--- config.mk ---
export PLATFORM = sky130hd
export DESIGN_NAME = regfile_scoreboard
export DESIGN_NICKNAME = d
export VERILOG_FILES = /design/src/rtl/regfile_scoreboard.sv
export SDC_FILE = /design/constraint.sdc
export NUM_CORES = 2
export LEC_CHECK = 0
export BUFFER_PORTS_ARGS = -buffer_cell sky130_fd_sc_hd__buf_2
export CORE_ASPECT_RATIO = 1.25
export CORE_MARGIN = 2
export CORE_UTILIZATION = 59
export CTS_CLUSTER_DIAMETER = 50
export DETAILED_ROUTE_END_ITERATION = 12
export PLACE_DENSITY_LB_ADDON = 0.12
export REMOVE_ABC_BUFFERS = 1
export SYNTH_ARGS = -nofsm -noshare
export SYNTH_HDL_FRONTEND = slang
export SYNTH_SLANG_ARGS = --single-unit
--- constraint.sdc ---
create_clock -name clock -period 7.9 [get_ports clock]
set_input_delay 1.58 -clock clock [delete_from_list [all_inputs] [get_ports clock]]
set_output_delay 1.58 -clock clock [all_outputs]
set_load 0.05 [all_outputs]
--- src/rtl/regfile_scoreboard.sv ---
// Register file with a per-register busy scoreboard.
// Ports: clock/ctrl_reset (sync, active high); one writeback port
// (ctrl_writeEnable, ctrl_writeReg, data_writeReg); two combinational
// read ports A/B (ctrl_readRegX -> data_readRegX, busy_readRegX); one
// reservation port (ctrl_reserveEnable, ctrl_reserveReg -> ctrl_reserveStall).

module regfile_scoreboard_rd #(
   parameter int DATA_WIDTH = 32,
   parameter int ADDR_WIDTH = 5,
   parameter int ZERO_REG   = 1,
   parameter int BYPASS     = 1
) (
   input  logic                  ctrl_reset,
   input  logic [ADDR_WIDTH-1:0] idx,
   input  logic [DATA_WIDTH-1:0] mem_data,
   input  logic                  mem_busy,
   input  logic                  wr_en,
   input  logic [ADDR_WIDTH-1:0] wr_idx,
   input  logic [DATA_WIDTH-1:0] wr_data,
   output logic [DATA_WIDTH-1:0] rd_data,
   output logic                  rd_busy
);

   logic hit;
   logic zero;

   assign hit  = (BYPASS != 0) && wr_en && (wr_idx == idx);
   assign zero = (ZERO_REG != 0) && (idx == '0);

   always_comb begin
      rd_data = mem_data;
      rd_busy = mem_busy;
      // A same-cycle write forwards its data and its busy-clear.
      // A same-cycle reservation is never forwarded.
      if (hit) begin
         rd_data = wr_data;
         rd_busy = 1'b0;
      end
      // Zero register and reset dominate everything, bypass included.
      if (ctrl_reset || zero) begin
         rd_data = '0;
         rd_busy = 1'b0;
      end
   end

endmodule

module regfile_scoreboard #(
   parameter int DATA_WIDTH = 32,
   parameter int ADDR_WIDTH = 5,
   parameter int ZERO_REG   = 1,
   parameter int BYPASS     = 1
) (
   input  logic                  clock,
   input  logic                  ctrl_reset,
   input  logic                  ctrl_writeEnable,
   input  logic [ADDR_WIDTH-1:0] ctrl_writeReg,
   input  logic [DATA_WIDTH-1:0] data_writeReg,
   input  logic [ADDR_WIDTH-1:0] ctrl_readRegA,
   input  logic [ADDR_WIDTH-1:0] ctrl_readRegB,
   output logic [DATA_WIDTH-1:0] data_readRegA,
   output logic [DATA_WIDTH-1:0] data_readRegB,
   output logic                  busy_readRegA,
   output logic                  busy_readRegB,
   input  logic                  ctrl_reserveEnable,
   input  logic [ADDR_WIDTH-1:0] ctrl_reserveReg,
   output logic                  ctrl_reserveStall
);

   localparam int DEPTH = 1 << ADDR_WIDTH;

   logic [DATA_WIDTH-1:0] mem [DEPTH];
   logic [DEPTH-1:0]      busy;

   logic wr_zero;
   logic rs_zero;
   logic wr_ok;
   logic rs_ok;
   logic rs_same_wr;

   assign wr_zero    = (ZERO_REG != 0) && (ctrl_writeReg == '0);
   assign rs_zero    = (ZERO_REG != 0) && (ctrl_reserveReg == '0);
   assign rs_same_wr = ctrl_writeEnable
                       && (ctrl_writeReg == ctrl_reserveReg);

   // A write to the same index in the same cycle releases the entry,
   // so the reservation can be accepted instead of stalling.
   assign ctrl_reserveStall = !ctrl_reset
                              && ctrl_reserveEnable
                              && !rs_zero
                              && busy[ctrl_reserveReg]
                              && !rs_same_wr;

   assign wr_ok = !ctrl_reset && ctrl_writeEnable && !wr_zero;
   assign rs_ok = !ctrl_reset && ctrl_reserveEnable
                  && !rs_zero && !ctrl_reserveStall;

   always_ff @(posedge clock) begin
      if (ctrl_reset) begin
         for (int i = 0; i < DEPTH; i++) begin
            mem[i] <= '0;
         end
         busy <= '0;
      end else begin
         if (wr_ok) begin
            mem[ctrl_writeReg]  <= data_writeReg;
            busy[ctrl_writeReg] <= 1'b0;
         end
         // Placed after the write so a same-index reservation wins.
         if (rs_ok) begin
            busy[ctrl_reserveReg] <= 1'b1;
         end
      end
   end

   regfile_scoreboard_rd #(
      .DATA_WIDTH(DATA_WIDTH),
      .ADDR_WIDTH(ADDR_WIDTH),
      .ZERO_REG  (ZERO_REG),
      .BYPASS    (BYPASS)
   ) u_rd_a (
      .ctrl_reset(ctrl_reset),
      .idx       (ctrl_readRegA),
      .mem_data  (mem[ctrl_readRegA]),
      .mem_busy  (busy[ctrl_readRegA]),
      .wr_en     (ctrl_writeEnable),
      .wr_idx    (ctrl_writeReg),
      .wr_data   (data_writeReg),
      .rd_data   (data_readRegA),
      .rd_busy   (busy_readRegA)
   );

   regfile_scoreboard_rd #(
      .DATA_WIDTH(DATA_WIDTH),
      .ADDR_WIDTH(ADDR_WIDTH),
      .ZERO_REG  (ZERO_REG),
      .BYPASS    (BYPASS)
   ) u_rd_b (
      .ctrl_reset(ctrl_reset),
      .idx       (ctrl_readRegB),
      .mem_data  (mem[ctrl_readRegB]),
      .mem_busy  (busy[ctrl_readRegB]),
      .wr_en     (ctrl_writeEnable),
      .wr_idx    (ctrl_writeReg),
      .wr_data   (data_writeReg),
      .rd_data   (data_readRegB),
      .rd_busy   (busy_readRegB)
   );

endmodule

==> results.yml <==
status:
  status: "finished, final reports clean"
final_layout:
  multiInputGateArea_um2: 23910
  area_delta_synth_final_pct: 9.569
  final_core_util_pct: 65.16
  stdcell_count: 5264
  final_area_um2: 62440
  layout.area.seq_um2: 31390
  nets: 3940
  nFillCells: 6793
  drive_above_1_share_pct: 24.56
cts:
  clockBufferDepth: 3
  cts_sinks: 1056
  cts_tree: "done"
  worstSkewPairLatency_ps: 700
  cts_resized: 0
  path_clk_slew_ps: 70
  post_cts_buffers: 0
  ctsHtreeMaxLevel: 3
  numCtsBuffers: 111
  clockRootBuffer: "clkbuf_16"
  cts_hold_buf: 0
power_and_ir_drop:
  p_leak_nw: 21.67
  irDropWorstVdd_v: 0.0001561
  p_total_mw: 13.65
  power_density_nw_per_um2: 218.6
synth:
  synth_area_leaders: "edfxtp_1, mux4_2, and2_1"
  synth_fa_ha_area_share_pct: 0
  synth_xor_area_share_pct: 0.2306
  yosysTopAreaCell: "edfxtp_1"
  syn_avg_cell_area_um2: 14.48
  synth-seq-area-share_pct: 55.09
  synth_edf_count: 1024
  synth_compound_area_share_pct: 4.541
  synth_ff_type: "edfxtp_1"
  ys_types: 59
  post-synth-top-count-cell: "edfxtp_1"
  synth_common_cells: "edfxtp_1, and2_1, mux4_2"
  ys_ff_latch: 1056
  synthCells: 3934
  ys_warn_count: 0
  synth_top_family_by_area: "multiplexers"
  syn-cell-area_um2: 56980
  synthMuxAreaShare_pct: 22.40
  synth-simple-area-share_pct: 13.98
  netlist.area_leader.share_pct: 53.96
  synth-async-reset-ratio_pct: 0
placement:
  place_area_um2: 58800
  dp_hpwl_mm: 107.5
  gp_congestion: 0.9555
  placed_cells: 5061
  dp_slack_ps: 1563
  portBuffers: 122
die:
  io_pins: 123
  die_h_um: 351.5
  initial_core_util_pct: 59.47
  die_w_um: 282.0
  num_rows: 127
  coreArea_um2: 95820
  die_area_um2: 99100
worst_setup_path:
  cp_slowest_stage_delay_ps: 860
  cp-start-kind: "input port"
  critPathMostFrequentCell: "buf_2"
  crit_path_cell_trace: "buf_2 -> or3_2 -> o31ai_1 -> a31oi_4 -> buf_4 -> a32o_1 -> buf_2"
  worst_ep_required_time_ps: 6320
  startpoint: "ctrl_readRegB[2]"
  cp_slowest_cell: "or3_2"
  end_kind: "primary output"
  reg2reg_from: "busy[1]"
  crit_type: "input port to primary output"
  crit_fanout: 34
  crit_arrival_ps: 4900
timing:
  fin_crit_ps: 6483
  finalClockSkew_ps: 12.26
  tightest_slew_ps: 1280
  layout_worst_path_cycle_share_pct: 82.07
  setup_tns_ps: 0
  hold_viol_final: 0
  setup_viol: 0
  rsz0062_at_grt: "no"
  timing.hold.ws_ps: 495.6
  relSlewSlack_pct: 14.32
  drv_slew: 0
  fmax_ghz: 0.1542
  setup_slack_ps: 1417
drt:
  drc: 0
  drt_first_pass_iters: 6
  wl_per_cell_um: 35.08
  via_per_inst: 7.111
  drt_iter0_drc: 5293
  routed_wl_mm: 184.6
  antenna_left: 0
  vias: 37430
grt:
  grt_overflow: 0
  track_usage_pct: 37.70
  grt_pass1_vias: 38340
  grt_start_max_net_pins: 89
  grt_pass1_wl_mm: 262.7
  antenna_found_initial: 8
hold_path:
  hold_start: "busy[21]"
  hold_class: "register to register"
run:
  drv_cap: 0
## worst max-delay path, delay by kind of cell
kind / cells / cell delay (ps)
AND/OR/NAND/NOR: 1 / 860
AO/OA/AOI/OAI: 3 / 1000
buffers and inverters: 3 / 1440
## state kept, by name (all words and copies together) (netlist names)
signal and cells:
mem 1024, busy 32
## layer usage
layer	vias up	GRT usage, %	share of wire [%]
met4	10	18.71	5.4
li1	14890	-	-
met2	2767	60.86	48
met5	-	0	0.042
met1	19210	48.32	34
met3	554	8.798	13
## report_power, final
| part | internal [mW] | total (mW) | leakage, nW | switching [mW] |
|---|---|---|---|---|
| Clock | 3.05 | 5.31 | 1.73 | 2.26 |
| Combinational | 0.651 | 1.74 | 9.93 | 1.09 |
| Sequential | 6.44 | 6.59 | 10.0 | 0.149 |
## cell families (layout without fill, tap and decap cells)
kind of cell           count (synthesis)  in the layout
other                                  1             36
flip-flops                          1056           1056
AND/OR/NAND/NOR                     1388           1388
XOR/XNOR                              15             15
multiplexers                         640            640
buffers and inverters                485            490
AO/OA/AOI/OAI                        349            349
## layout by cell type, fill, tap and decap left out, drive strengths merged, types with 8 or more instances in the layout
cell and count:
clkbuf 128, buf 224, clkinv 67, nand3 56, conb 32, mux2i 130
a21oi 36, o22ai 32, clkinvlp 13, o21ai 43, a22oi 54, bufinv 14
edfxtp 1024, nor2 68, a22o 31, inv 44, o31ai 9, nand2 228
a211oi 28, a32o 27, xor2 8, nand3b 10, dfxtp 32, o221ai 55
mux4 508, and2 993
## cell type report
class / instances / area share, %
well taps: 1290 / 2.585
clock buffers: 128 / 4.585
inverters: 67 / 0.4028
flip-flops and latches: 1056 / 50.28
multi-input cells: 2424 / 38.30
repair buffers: 224 / 2.611
diodes: 4 / 0.01603
clock inverters: 71 / 1.222
## path summary, 6_finish.rpt
check / to / slack [ps] / cells past startpoint
worst max-delay path: data_readRegB[26] / 1420 / 7
worst min-delay path: busy[21] / 500 / 2
worst max register to register: busy[8] / 5690 / 5
worst min register to register: busy[21] / 500 / 2
Note: power is estimated with default switching activity, not from simulation.
